## src/rtl/fib_pkg.sv

```systemverilog
// Shared definitions for the Fibonacci index decoder and related sequence blocks:
// FSM state encoding, the known max index for 32-bit values, and a helper
// that derives the largest representable Fibonacci index for any width.
package fib_pkg;

  typedef enum logic [1:0] {
    IDLE,
    SEARCH,
    DONE
  } fib_state_t;

  // Largest n with F(n) < 2**32, i.e. F(47) = 2971215073.
  localparam int unsigned FIB_MAX_IDX_32 = 47;

  // Largest n such that F(n) fits in 'width' unsigned bits (47 for 32, 93 for 64).
  function automatic int unsigned fib_max_idx(input int unsigned width);
    logic [127:0] a;
    logic [127:0] b;
    logic [127:0] t;
    int unsigned  n;
    a = '0;
    b = 128'd1;
    n = 0;
    for (int unsigned i = 0; i < 200; i++) begin
      if ((b >> width) != '0) break;
      t = a + b;
      a = b;
      b = t;
      n = n + 1;
    end
    return n;
  endfunction

endpackage

```

## src/rtl/fib_term_iter.sv

```systemverilog
// Fibonacci term iterator: holds the current term a, the next term b and the
// index of a. 'clear' restarts at F(0); 'advance' steps to the next term.
// Terms are WIDTH+2 bits so stepping past any WIDTH-bit value never wraps.
module fib_term_iter #(
  parameter int unsigned WIDTH = 32,
  parameter int unsigned IDX_W = 8
) (
  input  logic             clk,
  input  logic             rst_n,
  input  logic             clear,
  input  logic             advance,
  output logic [WIDTH+1:0] a,
  output logic [IDX_W-1:0] idx
);

  logic [WIDTH+1:0] b;

  // Term pair and index registers; clear takes priority over advance.
  always_ff @(posedge clk or negedge rst_n) begin
    if (!rst_n) begin
      a   <= '0;
      b   <= {{(WIDTH+1){1'b0}}, 1'b1};
      idx <= '0;
    end else if (clear) begin
      a   <= '0;
      b   <= {{(WIDTH+1){1'b0}}, 1'b1};
      idx <= '0;
    end else if (advance) begin
      a   <= b;
      b   <= a + b;
      idx <= idx + 1'b1;
    end
  end

endmodule

```

## src/rtl/fibonacci_index_decoder.sv

```systemverilog
// Fibonacci index decoder: accepts one WIDTH-bit value per transaction and
// reports whether it is a Fibonacci term and its index (hit: n with F(n)=value;
// miss: smallest n with F(n)>value). Latency is n+1 cycles from accept.
// Optional feature macro FIB_DEC_FLOOR_EN adds out_floor, the largest term <= value.
module fibonacci_index_decoder
  import fib_pkg::*;
#(
  parameter int unsigned WIDTH = 32,
  parameter int unsigned IDX_W = 8
) (
  input  logic             clk,
  input  logic             rst_n,
  input  logic             in_valid,
  output logic             in_ready,
  input  logic [WIDTH-1:0] in_value,
  output logic             out_valid,
  input  logic             out_ready,
  output logic             out_is_fib,
  output logic [IDX_W-1:0] out_index
`ifdef FIB_DEC_FLOOR_EN
  ,
  output logic [WIDTH-1:0] out_floor
`endif
);

  // Index output must hold max index + 1 (the miss index past the last term).
  if ((fib_max_idx(WIDTH) + 1) >= (64'd1 << IDX_W)) begin : g_idx_w_check
    $error("IDX_W too narrow for WIDTH");
  end
  if (fib_max_idx(32) != FIB_MAX_IDX_32) begin : g_pkg_check
    $error("fib_max_idx inconsistent with FIB_MAX_IDX_32");
  end

  fib_state_t       state;
  fib_state_t       state_next;
  logic [WIDTH-1:0] value_q;
  logic [WIDTH+1:0] term;
  logic [IDX_W-1:0] term_idx;
  logic             accept;
  logic             advance;
  logic             finish;
  logic             term_eq;
  logic             term_gt;

  fib_term_iter #(
    .WIDTH (WIDTH),
    .IDX_W (IDX_W)
  ) u_iter (
    .clk     (clk),
    .rst_n   (rst_n),
    .clear   (accept),
    .advance (advance),
    .a       (term),
    .idx     (term_idx)
  );

  // Unsigned compare of the current term against the latched value.
  always_comb begin
    term_eq = (term == {2'b00, value_q});
    term_gt = (term >  {2'b00, value_q});
  end

  // State register.
  always_ff @(posedge clk or negedge rst_n) begin
    if (!rst_n) begin
      state <= IDLE;
    end else begin
      state <= state_next;
    end
  end

  // Next-state logic.
  always_comb begin
    state_next = state;
    unique case (state)
      IDLE:    if (in_valid)            state_next = SEARCH;
      SEARCH:  if (term_eq || term_gt)  state_next = DONE;
      DONE:    if (out_ready)           state_next = IDLE;
      default:                          state_next = IDLE;
    endcase
  end

  // State-decoded handshakes and iterator controls.
  always_comb begin
    in_ready  = (state == IDLE);
    out_valid = (state == DONE);
    accept    = (state == IDLE) && in_valid;
    finish    = (state == SEARCH) && (term_eq || term_gt);
    advance   = (state == SEARCH) && !(term_eq || term_gt);
  end

  // Operand latch: in_value is sampled only at the accept edge.
  always_ff @(posedge clk or negedge rst_n) begin
    if (!rst_n) begin
      value_q <= '0;
    end else if (accept) begin
      value_q <= in_value;
    end
  end

  // Result registers, loaded on the final compare and held through DONE.
  always_ff @(posedge clk or negedge rst_n) begin
    if (!rst_n) begin
      out_is_fib <= 1'b0;
      out_index  <= '0;
    end else if (finish) begin
      out_is_fib <= term_eq;
      out_index  <= term_idx;
    end
  end

`ifdef FIB_DEC_FLOOR_EN
  logic [WIDTH-1:0] prev_term;

  // Previous term tracker: before advancing, a is always below value, so it fits WIDTH bits.
  always_ff @(posedge clk or negedge rst_n) begin
    if (!rst_n) begin
      prev_term <= '0;
    end else if (accept) begin
      prev_term <= '0;
    end else if (advance) begin
      prev_term <= term[WIDTH-1:0];
    end
  end

  // Floor result: the value itself on a hit, else the last term below it.
  always_ff @(posedge clk or negedge rst_n) begin
    if (!rst_n) begin
      out_floor <= '0;
    end else if (finish) begin
      out_floor <= term_eq ? value_q : prev_term;
    end
  end
`endif

endmodule
```

## config.mk

```make
export PLATFORM = sky130hd
export DESIGN_NAME = fibonacci_index_decoder
export DESIGN_NICKNAME = d
export VERILOG_FILES = /design/src/rtl/fib_pkg.sv /design/src/rtl/fib_term_iter.sv /design/src/rtl/fibonacci_index_decoder.sv
export SDC_FILE = /design/constraint.sdc
export NUM_CORES = 1
export LEC_CHECK = 0
export CAP_MARGIN = 20
export CORE_UTILIZATION = 50
export DETAILED_ROUTE_END_ITERATION = 8
export PLACE_DENSITY = 0.7
export SETUP_SLACK_MARGIN = 0.2
export SLEW_MARGIN = 30
export SYNTH_ARGS = -nofsm -noshare
export SYNTH_HDL_FRONTEND = slang
export SYNTH_SLANG_ARGS = --single-unit
```

## constraint.sdc

```tcl
create_clock -name clk -period 3.4 [get_ports clk]
set_clock_uncertainty 0.2 [all_clocks]
set_input_delay 0.34 -clock clk [delete_from_list [all_inputs] [get_ports clk]]
set_output_delay 0.34 -clock clk [all_outputs]
set_load 0.02 [all_outputs]
```

==> impl_metrics.yaml <==
die:
  die_h_um: 122
  fp-row-count: 43
  fp.dieW_um: 122
  coreArea_sq_um: 14000
  io_pins: 47
  initial_utilization: 0.518
  die_area_sq_um: 15000
min_path:
  worstHoldPathType: "in -> reg"
  hp-start: "in_value[31]"
  worstHoldPathCells: 3
  worstHoldEndpoint: "value_q[31]$_DFFE_PN0P_"
timing:
  slew_violations: 0
  period_share: 0.904
  rsz0062_at_grt: "no"
  timing.fmax_ghz: 0.325
  worst_slack_ns: 0.325
  post-route-min-period_ns: 3.07
  worstMarginPinSlew_ns: 0.706
  setup_viol: 0
  hold_viol_final: 0
  max-slew-margin-rel: 0.529
  tns_ns: 0
logic_synthesis:
  ys.flop_type: "dfrtp_1"
  yosysWarnings: 0
  synth_cells: 810
  seq_area_frac_synth: 0.411
  async_flop_share: 1.00
  synth_edf_count: 0
  synth_cell_types: 66
  avgSynthCellArea_sq_um: 8.94
  synth.net_count: 913
  syn_area_sq_um: 7240
  ys_seq_elements: 119
finish:
  final_common_cell: "nand2_1"
  layout-drive-gt1-share: 0.0915
  final.fill_count: 1121
  most-common-layout-cells: "142 x nand2_1, 118 x dfrtp_1, 66 x ha_1, 59 x nand3_1, 55 x a21oi_1"
  final_nets: 953
  n_antenna_cell: 0
  areaGrowthSynthToFinish_pct: 17.6
clock_tree:
  clock_path_buffers: 2
  cts.sinks: 119
  path_clk_slew_ns: 0.06
  cts.root.buffer_cell: "clkbuf_16"
  tritoncts: "yes"
  cts_max_level: 4
  cts_buffers: 17
  clk_latency_ns: 0.43
  post-cts-setup-buffers: 0
placed_design:
  numPortBuffers: 46
  place_ws_ns: 0.309
  place_hpwl_um: 12000
  gp_congestion: 0.901
worst_setup_path:
  worstPathArrival_ns: 3.18
  cpLargestDelayFamily: "compound AO/OA/AOI/OAI gates"
  critPathMostFrequentCell: "o21ai_1"
  worstSetupPathType: "reg -> reg"
  critPathRequiredTime_ns: 3.51
  slowest_delay_ns: 0.45
  slowest_stage: "a2111oi_4"
  worst-r2r-cell-count: 10
  reg2reg_slack_ns: 0.33
  crit_chain: "ha_1 -> fa_2 -> a211o_1 -> a211oi_4 -> nor3_4 -> a2111oi_4 -> o21ai_1 -> a31oi_2 -> xnor2_1 -> o21ai_1"
  r2r-end: "u_iter.b[26]$_DFFE_PN0P_"
  crit_fanout: 3
  setup.worst_path.end_class: "register"
  critPathLaunchType: "register"
  rr_startpoint: "u_iter.a[0]$_DFFE_PN0P_"
  critPathBufInv: 0
global_route:
  antenna_found_initial: 0
  gr-total-overflow: 0
  grtUsageTotal: 0.246
  grt_max_degree: 56
  grt_pass1_wl_um: 28800
  grt_pass1_vias: 6016
power_and_ir_drop:
  power.switching_mw: 2.90
  ir_drop_uv: 453
  pwr_density_cell_nw_per_um2: 825
  seq_power_share: 0.321
  pwr-share-comb: 0.429
  swShare: 0.413
  intPower_mw: 4.13
  p_leak_nw: 4.08
  clkPwrFrac: 0.249
routing:
  dr_total_vias: 6040
  via_per_inst: 5.79
  first_pass_iters: 5
  routed_wl_um: 16900
  drtAntennaViolNets: 0
  drc: 0
  wl_per_cell_um: 16.2
  drtIter0Drc: 500
status:
  outcome: "complete, no violations"
job:
  cap_violations: 0
## cells by family after synthesis
kind of cell               count (synthesis)  synth area share
and+or+nand+nor                          290             0.184
AOI/OAI and AO/OA                        212             0.187
DFF                                      119             0.411
buffers and inverters                     81            0.0477
adders and majority gates                 67             0.117
xor gates and xnor gates                  31            0.0375
muxes                                     10            0.0152
## worst register-to-register path: stages (launching register included)
cell	delay, ns
dfrtp_1	0.38
ha_1	0.25
fa_2	0.38
a211o_1	0.32
a211oi_4	0.34
nor3_4	0.11
a2111oi_4	0.45
o21ai_1	0.15
a31oi_2	0.19
xnor2_1	0.13
o21ai_1	0.07
## power groups by stage
| stage | Combinational (mW) | Clock [mW] | Sequential, mW |
|---|---|---|---|
| finish | 3.02 | 1.75 | 2.26 |
| global route | 3.43 | 1.83 | 2.32 |
| CTS | 3.00 | 1.76 | 2.25 |
| detailed placement | 2.97 | 0 | 2.27 |
| global placement | 2.86 | 0 | 2.25 |
| floorplan | 2.22 | 0 | 2.17 |
## sequential cells by signal, indices dropped and copies added (netlist names)
register,cells
u_iter.a,34
u_iter.b,34
value_q,32
out_index,8
u_iter.idx,8
state,2
out_is_fib,1
## area by class of cell
type                    instances  area (sq um)  share of cell area
clock inverters                13           131              0.0154
flip-flops and latches        119          2980               0.350
well taps                     180           225              0.0264
inverters                      41           154              0.0181
clock buffers                  19           443              0.0520
multi-input cells             610          3970               0.466
repair buffers                 61           611              0.0717
## cell usage after synthesis, drive strengths merged (3+ instances only)
master	count	area, sq um
nand4	13	81.3
a21o	13	97.6
a211oi	5	55.1
and3	12	75.1
inv	41	154
or3	3	18.8
o21ai	87	447
o31ai	6	50.1
nand2	142	533
a221oi	3	38.8
a31oi	6	58.8
buf	16	101
nor2	32	120
ha	66	826
nor3	6	40.0
nor3b	4	30.0
a21oi	56	280
nand3	59	295
a311oi	3	26.3
xor2	19	166
o21bai	7	52.6
nor2b	3	18.8
mux2	8	90.1
clkbuf	24	90.1
nand2b	6	37.5
xnor2	12	105
o21a	6	45.0
dfrtp	118	2950
## through the flow
stage / cells / total power [mW] / hold slack, ns / instance area (sq um) / util
floorplan: 810 / 4.39 / -0.156 / 7240 / -
global placement: 1010 / 5.11 / 0.225 / 7880 / 0.564
detailed placement: 1010 / 5.24 / 0.233 / 7880 / 0.564
CTS: 1043 / 7.01 / 0.269 / 8470 / 0.605
global route: 1043 / 7.58 / 0.282 / 8520 / 0.609
finish: 1043 / 7.03 / 0.276 / 8520 / 0.609
## how the worst max path moves through the flow
stage,startpoint,endpoint,slack [ns],cells after the start
final,u_iter.a[0]$_DFFE_PN0P_,u_iter.b[26]$_DFFE_PN0P_,0.33,10
after global routing,u_iter.a[30]$_DFFE_PN0P_,u_iter.b[9]$_DFFE_PN0P_,0.21,9
after CTS,u_iter.a[0]$_DFFE_PN0P_,u_iter.b[30]$_DFFE_PN0P_,0.30,10
after detailed placement,u_iter.a[0]$_DFFE_PN0P_,u_iter.b[30]$_DFFE_PN0P_,0.31,10
after global placement,u_iter.a[0]$_DFFE_PN0P_,u_iter.b[32]$_DFFE_PN0P_,0.34,10
after floorplan,u_iter.a[0]$_DFFE_PN0P_,u_iter.b[30]$_DFFE_PN0P_,0.57,10
## per-layer routing
| layer | share of wire | GRT usage |
|---|---|---|
| met1 | 0.49 | 0.337 |
| met2 | 0.46 | 0.391 |
| met3 | 0.045 | 0.0497 |
| met4 | 0.011 | 0.0762 |
| met5 | 0 | 0 |
## what timing repair did
item / CTS / global route
endpoints found under the hold margin: 53 / 0
setup endpoints to repair: 0 / 43
resized for setup: 0 / 8
hold buffers: 1 / 0
Note: power is estimated with default switching activity, not from simulation.
